## src/rtl/mem_stage.sv

```systemverilog
// mem_stage: the consumer side of the EX/MEM pipeline latch.
// It issues the dcache access, stalls the front of the pipe until dhit,
// picks the write-back word and registers the MEM/WB latch. If the hazard
// unit holds enable low when dhit arrives, the load word is parked in
// load_buf (DONE state) so the access is never issued a second time.
//
// Ports:
//   CLK, RST           clock, async active-high reset
//   enable, flush      hazard-unit advance / bubble insert for MEM/WB
//   ex_*               EX/MEM latch contents
//   dhit, dmemload     dcache completion and load data
//   dmemREN/WEN        dcache requests; dmemaddr, dmemstore address/data
//   mem_stall          freeze IF..EX while the access is outstanding
//   wb_*               registered MEM/WB latch
//   mem_err            sticky timeout after WAIT_LIMIT cycles in WAIT
module mem_stage #(
    parameter int WAIT_LIMIT = 255
) (
    input  logic        CLK,
    input  logic        RST,
    input  logic        enable,
    input  logic        flush,
    input  logic        ex_valid,
    input  logic        ex_dREN,
    input  logic        ex_dWEN,
    input  logic        ex_halt,
    input  logic        ex_WEN,
    input  logic [31:0] ex_port_o,
    input  logic [31:0] ex_rdat2,
    input  logic [31:0] ex_npc,
    input  logic [31:0] ex_lui_word,
    input  logic [1:0]  ex_wdatsel,
    input  logic [4:0]  ex_wsel,
    input  logic        dhit,
    input  logic [31:0] dmemload,
    output logic        dmemREN,
    output logic        dmemWEN,
    output logic [31:0] dmemaddr,
    output logic [31:0] dmemstore,
    output logic        mem_stall,
    output logic [31:0] wb_wdat,
    output logic [4:0]  wb_wsel,
    output logic        wb_WEN,
    output logic        wb_halt,
    output logic        wb_valid,
    output logic        mem_err
);

    localparam int CW = $clog2(WAIT_LIMIT + 1);
    localparam logic [CW-1:0] LIM = CW'(WAIT_LIMIT);

    typedef enum logic [1:0] {IDLE, WAIT, DONE} state_t;

    state_t        state, state_nx;
    logic [CW-1:0] wait_cnt, wait_cnt_nx;
    logic [31:0]   load_buf;
    logic [31:0]   load_word;
    logic [31:0]   wdat;
    logic          halted;
    logic          req;
    logic          active;
    logic          update;
    logic          capture;

    assign dmemaddr  = ex_port_o;
    assign dmemstore = ex_rdat2;

    always_comb begin
        req       = ex_valid & (ex_dREN | ex_dWEN) & ~halted;
        active    = (state != DONE);
        // Load wins if both request bits are set.
        dmemREN   = ex_dREN & req & active;
        dmemWEN   = ex_dWEN & ~ex_dREN & req & active;
        mem_stall = req & active & ~dhit;
        update    = enable & ~mem_stall;

        // After a frozen dhit the cache data is gone; use the parked copy.
        load_word = (state == DONE) ? load_buf : dmemload;
        case (ex_wdatsel)
            2'd0:    wdat = ex_port_o;
            2'd1:    wdat = load_word;
            2'd2:    wdat = ex_npc;
            default: wdat = ex_lui_word;
        endcase
    end

    always_comb begin
        state_nx = state;
        capture  = 1'b0;
        case (state)
            IDLE, WAIT: begin
                if (!req)
                    state_nx = IDLE;
                else if (!dhit)
                    state_nx = WAIT;
                else if (enable)
                    state_nx = IDLE;
                else begin
                    state_nx = DONE;
                    capture  = 1'b1;
                end
            end
            DONE: begin
                if (enable)
                    state_nx = IDLE;
            end
            default: state_nx = IDLE;
        endcase
    end

    always_comb begin
        wait_cnt_nx = wait_cnt;
        if (state_nx == WAIT && state != WAIT)
            wait_cnt_nx = '0;
        else if (state == WAIT && wait_cnt != LIM)
            wait_cnt_nx = wait_cnt + 1'b1;
    end

    always_ff @(posedge CLK or posedge RST) begin
        if (RST) begin
            state    <= IDLE;
            wait_cnt <= '0;
            load_buf <= '0;
            mem_err  <= 1'b0;
        end else begin
            state    <= state_nx;
            wait_cnt <= wait_cnt_nx;
            if (capture)
                load_buf <= dmemload;
            if (state == WAIT && wait_cnt_nx == LIM)
                mem_err <= 1'b1;
        end
    end

    always_ff @(posedge CLK or posedge RST) begin
        if (RST) begin
            wb_wdat  <= '0;
            wb_wsel  <= '0;
            wb_WEN   <= 1'b0;
            wb_halt  <= 1'b0;
            wb_valid <= 1'b0;
            halted   <= 1'b0;
        end else if (update) begin
            if (flush) begin
                wb_wdat  <= '0;
                wb_wsel  <= '0;
                wb_WEN   <= 1'b0;
                wb_halt  <= 1'b0;
                wb_valid <= 1'b0;
            end else begin
                wb_wdat  <= wdat;
                wb_wsel  <= ex_wsel;
                wb_WEN   <= ex_WEN & ex_valid;
                wb_halt  <= ex_halt;
                wb_valid <= ex_valid;
                // Once a halt is written back no further memory traffic.
                if (ex_halt)
                    halted <= 1'b1;
            end
        end
    end

endmodule

```

## config.mk

```make
export PLATFORM = sky130hd
export DESIGN_NAME = mem_stage
export DESIGN_NICKNAME = d
export VERILOG_FILES = /design/src/rtl/mem_stage.sv
export SDC_FILE = /design/constraint.sdc
export NUM_CORES = 1
export LEC_CHECK = 0
export ABC_AREA = 1
export CORE_MARGIN = 2
export CORE_UTILIZATION = 44
export DETAILED_ROUTE_END_ITERATION = 12
export DONT_BUFFER_PORTS = 1
export GPL_ROUTABILITY_DRIVEN = 0
export PLACE_DENSITY = 0.61
export RECOVER_POWER = 50
export SETUP_SLACK_MARGIN = 0.15
export SLEW_MARGIN = 30
export SYNTH_ARGS = -nofsm -noshare
export SYNTH_HDL_FRONTEND = slang
export SYNTH_SLANG_ARGS = --single-unit
```

## constraint.sdc

```tcl
create_clock -name CLK -period 4.3 [get_ports CLK]
set_input_delay 0.43 -clock CLK [delete_from_list [all_inputs] [get_ports CLK]]
set_output_delay 0.43 -clock CLK [all_outputs]
set_load 0.005 [all_outputs]
```

; ---- Yosys cells after proc, flatten, opt, wreduce, memory -nomap -nowiden
; Cells that the tools add are included.
[classes]
multipliers = 0
n_addsub = 1
eq_ne = 9
reduce_logical = 7
shifts = 0
bitwise = 17
order_cmp = 0
mux = 18
div_mod_pow = 0
[ops]
columns = op, count
row1 = $pmux W32 S3, 1
row2 = $mux W32, 2
row3 = $mux W8, 2
row4 = $and A1 B1 Y1, 11
row5 = $add A8 B1 Y8 const B, 1
row6 = $eq A8 B8 Y1 const B, 1
row7 = $mux W2, 4
row8 = $ne A8 B8 Y1 const B, 1
row9 = $mux W1, 7
row10 = $eq A2 B1 Y1 const B, 3
row11 = $mux W5, 1
row12 = $not A1 Y1, 5
row13 = $eq A2 B2 Y1 const B, 2
row14 = $logic_not A2 Y1, 2
row15 = $pmux W2 S2, 1
row16 = $logic_and A1 B1 Y1, 3
row17 = $reduce_and A3 Y1, 1
row18 = $ne A2 B1 Y1 const B, 1
row19 = $ne A2 B2 Y1 const B, 1
row20 = $reduce_or A2 Y1, 1
row21 = $or A1 B1 Y1, 1
[word_totals]
out_inout_bits = 108
mem_count = 0
latch_bits = 0
word_cells = 62
mem_bits_ro = 0
input_bits = 177
register_bits = 84
ramBits = 0

; ---- Depth between registers and ports, before layout
; Gate-level depths: netlist of run 1.
[depth]
depth_word = 10
mapped_depth = 11
depth_no_buf = 11

; ---- Worst setup path after synthesis of run 1
; No wires, ideal clock.
[synth_timing]
kind = register -> register
startpoint = register wait_cnt[0]
endpoint = register mem_err
required_time_ns = 4.225
arrival_time_ns = 1.347
setup_time_ns = 0.075
path_buffers = 0
stages_incl_launch_ff = 12
synth_period_minus_slack_ns = 1.423
path_slack_ns = 2.877
cell_sequence = dfrtp_1 ha_1 nand2_2 nor2_4 nand2_4 nand2_4 nand2_1 nand2_1 nand2_1 nor2_1 nand2_1 o21bai_2
[synth_via]
elab_chain_len = 6
elab_cells_between_ends = 7
classes_between = add/sub (1) / eq/ne (2) / mux (2) / reduce/logical (2)
[synth_rtl]
columns = item, line
row1 = start: declaration, 55  ; logic [CW-1:0] wait_cnt, wait_cnt_nx;
row2 = start signal: assignment, 127  ; wait_cnt <= wait_cnt_nx;
row3 = "parallel branches: the longest is 2 deep, another holds $add A8 B1 Y8", -
row4 = $mux W8 (*), 115  ; else if (state == WAIT && wait_cnt != LIM)
row5 = $mux W8 (*), 113  ; if (state_nx == WAIT && state != WAIT)
row6 = $eq A8 B8 Y1 (*), 130  ; if (state == WAIT && wait_cnt_nx == LIM)
row7 = $logic_and A1 B1 Y1 (*), 130
row8 = end signal: assignment, 124  ; mem_err <= 1'b0;
row9 = end signal: assignment, 131  ; mem_err <= 1'b1;
row10 = end: declaration, 46  ; output logic mem_err
; Every way passes the cells marked *.
; A chain may end at the register's enable or synchronous reset.

; ---- Worst setup path after layout of run 1
[layout_timing]
startpoint = register state[1]
endpoint = register wb_wdat[31]
[layout_via]
elab_chain_len = 5
elab_cells_between_ends = 9
classes_between = eq/ne (2) / mux (3) / bitwise (4)
[layout_rtl]
columns = item, line
row1 = start: declaration, 54  ; state_t state, state_nx;
row2 = start signal: assignment, 126  ; state <= state_nx;
row3 = "parallel branches: the longest is 5 deep, another holds $mux W32", -
row4 = end signal: assignment, 151  ; wb_wdat <= wdat;
row5 = end: declaration, 41  ; output logic [31:0] wb_wdat,
; Parallel ways; which one is timed is not known.

==> impl_metrics.csv, run 1 <==
group,metric,value,unit
synthesis,synthCells,666,
clock_tree,cts_sinks,84,
routing,vias,4092,
die,initial_core_util,44.86,%
critical_path,cp-start-kind,"flip-flop",
run,max_cap_violations,1,
routing,drtIter0Drc,246,
critical_path,critPathRequiredTime,4.48,ns
critical_path,cp_data_arrival_time,2.70,ns
critical_path,critPathMaxFanout,64,
timing,fin_crit,2.518,ns
timing,rsz0062_at_grt,"no",
synthesis,synthArstFlopShare,100.0,%
worst_hold_path,min_path_cells,1,
layout,most-common-layout-cells,"nand2_1, o21ai_0, inv_1",
timing,tns,0,ns
layout,drive_gt1_share,6.518,%
critical_path,r2r-start,"state[1]$_DFF_PP0_",
timing,fin_skew,0.007717,ns
die,dieWidth,111.7,µm
routing,ant_nets,0,
layout,fill_cells,1137,
critical_path,crit_type,"flip-flop to flip-flop",
timing,final-hold-violation-count,0,
worst_hold_path,holdPathEnd,"state[1]$_DFF_PP0_",
synthesis,ys_seq_area_share,41.22,%
global_routing,antenna_found_initial,0,
routing,top_layer,"met4",
clock_tree,postCtsSetupBuffers,0,
status,outcome,"finished, violations left",
critical_path,r2r-end,"wb_wdat[31]$_DFFE_PP0P_",
pwr,p_leak,2.571,nW
pwr,pwr_density_cell,376.3,nW/µm²
synthesis,ys.flop_type,"dfrtp_1",
die,rows,39,
timing,fin_crit_sh,58.55,%
clock_tree,clk_latency,0.33,ns
global_routing,track_usage,21.84,%
clock_tree,cts.clk_slew.worst_paths,0.06,ns
clock_tree,htreeDepth,3,
clock_tree,cts_tree,"built",
status,violations,"max-capacitance violations, max-slew violations",
die,core-area,11370,µm²
routing,detail_route.drc_violations,0,
synthesis,syn_nets,844,
timing,setup_viol,0,
routing,dr.pass1.iters,6,
timing,worst_pin_slew,2.403,ns
die,dieArea,12470,µm²
timing,drv_slew,55,
routing,viasPerCell,5.636,
global_routing,grt-ovfl-total,0,
worst_hold_path,worstHoldStart,"enable",
critical_path,end_kind,"flip-flop",
routing,wl_met2,6506,µm
timing,max_slew_margin,-61.06,%
global_routing,grt_pass1_wl,21690,µm
placement,pre_cts_ws,1.705,ns
routing,wl_met1,5838,µm
worst_hold_path,hold_path_class,"primary input to flip-flop",
critical_path,cp-startpoint,"state[1]$_DFF_PP0_",
synthesis,synth_edf_count,0,
clock_tree,post_cts_resize_count,0,
placement,hpwl,9870,µm
synthesis,synth_seq_cells,84,
critical_path,rr_worst_depth,7,
clock_tree,cts_root_buffer,"clkbuf_16",
pwr,total_power,1.880,mW
layout,fin_nets,758,
routing,wl_met3,1117,µm
layout,syn_to_final_growth,-2.061,%
synthesis,yosys.cell_types.count,31,
layout,final_common_cell,"nand2_1",
clock_tree,clk_path_buf_depth,2,
synthesis,yosysWarnings,0,
synthesis,netlist_area,5100,µm²
routing,wl_per_cell,18.82,µm
die,die_h,111.7,µm
placement,port_buffers,0,
timing,max_freq,0.3972,GHz
global_routing,grt_start_max_net_pins,65,
synthesis,syn_area_per_cell,7.657,µm²
critical_path,r2r_setup_slack,1.78,ns
layout,antenna_cells,0,
pwr,vdd_drop_max,0.1780,mV
global_routing,grt_pass1_vias,4068,
timing,setup_slack,1.782,ns
routing,drt_wl_total,13660,µm
die,num_io_pins,285,
clock_tree,cts_buffers,9,
clock_tree,ctsHoldBuffers,0,
per-stage QoR:
stage	hold WS (ns)	area [µm²]	util, %	cells
detailed placement	0.4593	4662	41.00	712
floorplan	0.4217	5100	-	666
global route	0.2233	4995	43.93	726
finish	0.2188	4995	43.93	726
global placement	0.4346	4662	41.00	712
CTS	0.2048	4990	43.89	726
sequential cells by signal, indices dropped and copies added (netlist names):
register  cells
wait_cnt      8
wb_wsel       5
wb_halt       1
mem_err       1
halted        1
wb_WEN        1
wb_wdat      32
wb_valid      1
state         2
load_buf     32
worst max-delay path, stage by stage (launching register included):
cell     delay, ns
dfrtp_1       0.42
nand2_2       0.08
buf_4         0.47
nand3_2       0.19
nand2_4       0.44
nor2_8        0.08
inv_2         0.47
o21ai_0       0.19
kinds of logic after synthesis:
| kind of cell | count (synthesis) | share of synthesized area (%) |
|---|---|---|
| simple gates | 192 | 16.61 |
| fa+ha+maj | 1 | 0.2453 |
| mux | 2 | 0.4416 |
| xor+xnor | 1 | 0.1718 |
| flops | 84 | 41.22 |
| buf+inv | 190 | 19.31 |
| compound gates | 196 | 22.01 |
per-layer routing:
metal  vias to the layer above  global-route usage [%]
met5                         -                       0
met4                         0                   6.091
met3                        23                   6.369
met2                       211                   35.11
met1                      1911                   28.90
li1                       1947                       -
area by class of cell:
type	count	area (µm²)	area share, %
repair buffers	4	30.03	0.6012
clock buffers	9	225.2	4.509
flip-flops and latches	84	2102	42.08
multi-input cells	392	2021	40.46
clock inverters	5	102.6	2.054
well taps	143	178.9	3.582
inverters	89	335.3	6.713
synthesized netlist by cell type, drive strengths merged, types with 2 or more instances:
cell type  number  area share (%)
a22o            6             1.0
buf            80              11
inv            89             6.6
nand4           6            0.74
o22ai          32             3.9
a21oi           9            0.88
clkbuf         21             1.5
o21ai         128              13
nand3          30             3.0
nor3            2            0.20
o211ai         11             1.6
dfrtp          84              41
mux2            2            0.44
o211a           9             1.8
nand2         131              10
nor2           22             2.3
worst max path at each step:
stage | depth (start not counted) | slack (ns) | end
4_1_cts | 7 | 1.72 | wb_wdat[31]$_DFFE_PP0P_
3_3_place_gp | 7 | 1.85 | wb_wdat[31]$_DFFE_PP0P_
5_1_grt | 7 | 1.45 | wb_wdat[30]$_DFFE_PP0P_
3_5_place_dp | 7 | 1.71 | wb_wdat[30]$_DFFE_PP0P_
6_report | 7 | 1.78 | wb_wdat[31]$_DFFE_PP0P_
2_1_floorplan | 1 | 1.70 | halted$_DFFE_PP0P_
power breakdown:
group / internal, mW / switching (mW)
clock network: 0.560 / 0.303
registers: 0.825 / 0.0311
logic: 0.0557 / 0.104
Power figures use the tool's default switching activity.
==> inputs of run 2 (changes only) <==
- clock period: 4.3 -> 2.35 ns (I/O delays scaled with it)
==> run 2 against run 1 <==
First-iteration DRC count grew 45%. Sequential share of layout area shrank 0.11 points. The flow now finishes without violations. Critical path depth grew 1.
==> impl_metrics.csv, run 2 (synthesized netlist as in run 1, its figures left out) <==
group,metric,value,unit
status,outcome,"complete, no violations",
clock_tree,clk_latency,0.34,ns
clock_tree,htreeDepth,3,
timing,fin_crit,1.957,ns
pwr,clockPowerShare,42.0,%
timing,hold_ws,0.02367,ns
timing,worst_pin_slew,1.240,ns
clock_tree,post_cts_resize_count,0,
pwr,pwr-share-seq,48.6,%
critical_path,r2r_setup_slack,0.39,ns
die,dieArea,12470,µm²
critical_path,critPathRequiredTime,2.55,ns
critical_path,cp_top_family,"simple AND/OR/NAND/NOR gates",
global_routing,use_met1,27.53,%
die,die_h,111.7,µm
critical_path,r2r-start,"halted$_DFFE_PP0P_",
pwr,total_power,3.226,mW
pwr,p_leak,2.572,nW
pwr,pwr_density_cell,644.4,nW/µm²
timing,drv_slew,0,
run,max_cap_violations,0,
critical_path,r2r-end,"wb_wdat[30]$_DFFE_PP0P_",
clock_tree,ctsHoldBuffers,2,
critical_path,crit_chain,"inv_1 -> nand2_1 -> nor2_1 -> nand3_2 -> nand2_4 -> nor2_8 -> inv_2 -> o21ai_0",
timing,final-hold-violation-count,0,
timing,fin_crit_sh,83.26,%
timing,tns,0,ns
critical_path,crit_type,"flip-flop to flip-flop",
layout,antenna_cells,0,
pwr,internal_power,2.429,mW
placement,port_buffers,0,
critical_path,cp_data_arrival_time,2.15,ns
die,initial_core_util,44.86,%
timing,fin_skew,0.005426,ns
clock_tree,postCtsSetupBuffers,0,
placement,dp.cells,716,
clock_tree,cts_sinks,84,
critical_path,rr_worst_depth,8,
timing,max_freq,0.5111,GHz
critical_path,cp-start-kind,"flip-flop",
routing,viasPerCell,5.687,
pwr,vdd_drop_max,0.4290,mV
timing,setup_viol,0,
layout,drive_gt1_share,6.621,%
die,rows,39,
global_routing,grt_busiest_layer,"met2",
worst_hold_path,hold_path_class,"primary input to flip-flop",
timing,rsz0062_at_grt,"no",
routing,ant_nets,0,
critical_path,cp.depth,8,
clock_tree,cts_tree,"built",
global_routing,track_usage,22.25,%
layout,fin_nets,764,
critical_path,crit_slowest_cell,"inv_2",
clock_tree,cts.clk_slew.worst_paths,0.06,ns
routing,drtIter0Drc,356,
placement,pre_cts_ws,0.4016,ns
die,num_io_pins,285,
timing,max_slew_margin,16.88,%
global_routing,grt_start_max_net_pins,43,
layout,largest_registers,"load_buf: 32 flops, wb_wdat: 32 flops, wait_cnt: 8 flops",
placement,hpwl,10120,µm
die,core-area,11370,µm²
pwr,swShare,24.73,%
routing,wl_per_cell,18.81,µm
layout,fin_cells,732,
global_routing,grt-ovfl-total,0,
pwr,p_comb_share,9.5,%
critical_path,critPathMaxStageDelay,0.46,ns
layout,most-common-layout-cells,"nand2_1, o21ai_0, inv_1",
routing,detail_route.drc_violations,0,
critical_path,end_kind,"flip-flop",
clock_tree,clk_path_buf_depth,2,
critical_path,critPathMaxFanout,32,
clock_tree,cts_buffers,9,
layout,final_common_cell,"nand2_1",
layout,syn_to_final_growth,-1.816,%
global_routing,grt_pass1_vias,4136,
routing,dr.pass1.iters,5,
timing,setup_slack,0.3934,ns
critical_path,cp-startpoint,"halted$_DFFE_PP0P_",
routing,drt_wl_total,13770,µm
critical_path,critPathBufInv,2,
global_routing,grt_use_met2,35.68,%
global_routing,antenna_found_initial,0,
global_routing,grt_pass1_wl,21680,µm
critical_path,crit_path_end,"wb_wdat[30]$_DFFE_PP0P_",
clock_tree,cts_root_buffer,"clkbuf_16",
pwr,p_switching,797.8,µW
routing,vias,4163,
global_routing,use_met3,7.676,%
die,dieWidth,111.7,µm
[run 2: cell types whose count changed in the layout (fill, tap and decap cells not counted), sizes merged]
| cell | delta |
|---|---|
| clkinvlp | -1 |
| buf | +4 |
| dlygate4sd3 | +2 |
| clkinv | +1 |
| clkbuf | +2 |
| bufinv | -2 |
[run 2: power groups by stage]
| stage | registers [mW] | clock network (mW) | logic (mW) |
|---|---|---|---|
| 2_1_floorplan | 1.57 | 0 | 0.330 |
| 3_3_place_gp | 1.59 | 0 | 0.293 |
| 3_5_place_dp | 1.59 | 0 | 0.306 |
| 4_1_cts | 1.57 | 1.40 | 0.309 |
| 5_1_grt | 1.57 | 1.45 | 0.351 |
| 6_report | 1.57 | 1.35 | 0.305 |
[run 2: worst min path at each step]
| stage | from | endpoint | slack, ns | cells after the start |
|---|---|---|---|---|
| 6_report | ex_valid | wb_valid$_DFFE_PP0P_ | 0.02 | 1 |
| 5_1_grt | ex_valid | wb_valid$_DFFE_PP0P_ | 0.01 | 1 |
| 4_1_cts | ex_valid | wb_valid$_DFFE_PP0P_ | 0.008 | 1 |
| 3_5_place_dp | RST | load_buf[14]$_DFFE_PP0P_ | 0.21 | 1 |
| 3_3_place_gp | RST | load_buf[14]$_DFFE_PP0P_ | 0.20 | 1 |
| 2_1_floorplan | enable | state[1]$_DFF_PP0_ | 0.35 | 1 |
[run 2: worst reg2reg max path: stages (launching register included)]
cell and delay [ns]:
dfrtp_1 0.36, inv_1 0.06, nand2_1 0.07, nor2_1 0.32, nand3_2 0.17, nand2_4 0.12
nor2_8 0.05, inv_2 0.46, o21ai_0 0.21
[run 2: layer usage]
metal	wire, µm	vias to the layer above
met2	6591	232
met4	303	0
met1	5663	1931
li1	-	1972
met3	1214	28
met5	0	-
[run 2: area by class of cell]
cell class                 instances  area, µm²
fill                            1165       6362
sequential                        84       2102
multi-input combinational        392       2013
inverter                          89      335.3
clock buffer                      11      232.7
tap                              143      178.9
timing repair buffer              10      105.1
clock inverter                     3      40.04
[run 2: stage by stage]
step | instance area, µm² | utilization, %
6_report | 5007 | 44.04
5_1_grt | 5007 | 44.04
4_1_cts | 5012 | 44.09
3_5_place_dp | 4720 | 41.51
3_3_place_gp | 4720 | 41.51
2_1_floorplan | 5104 | -
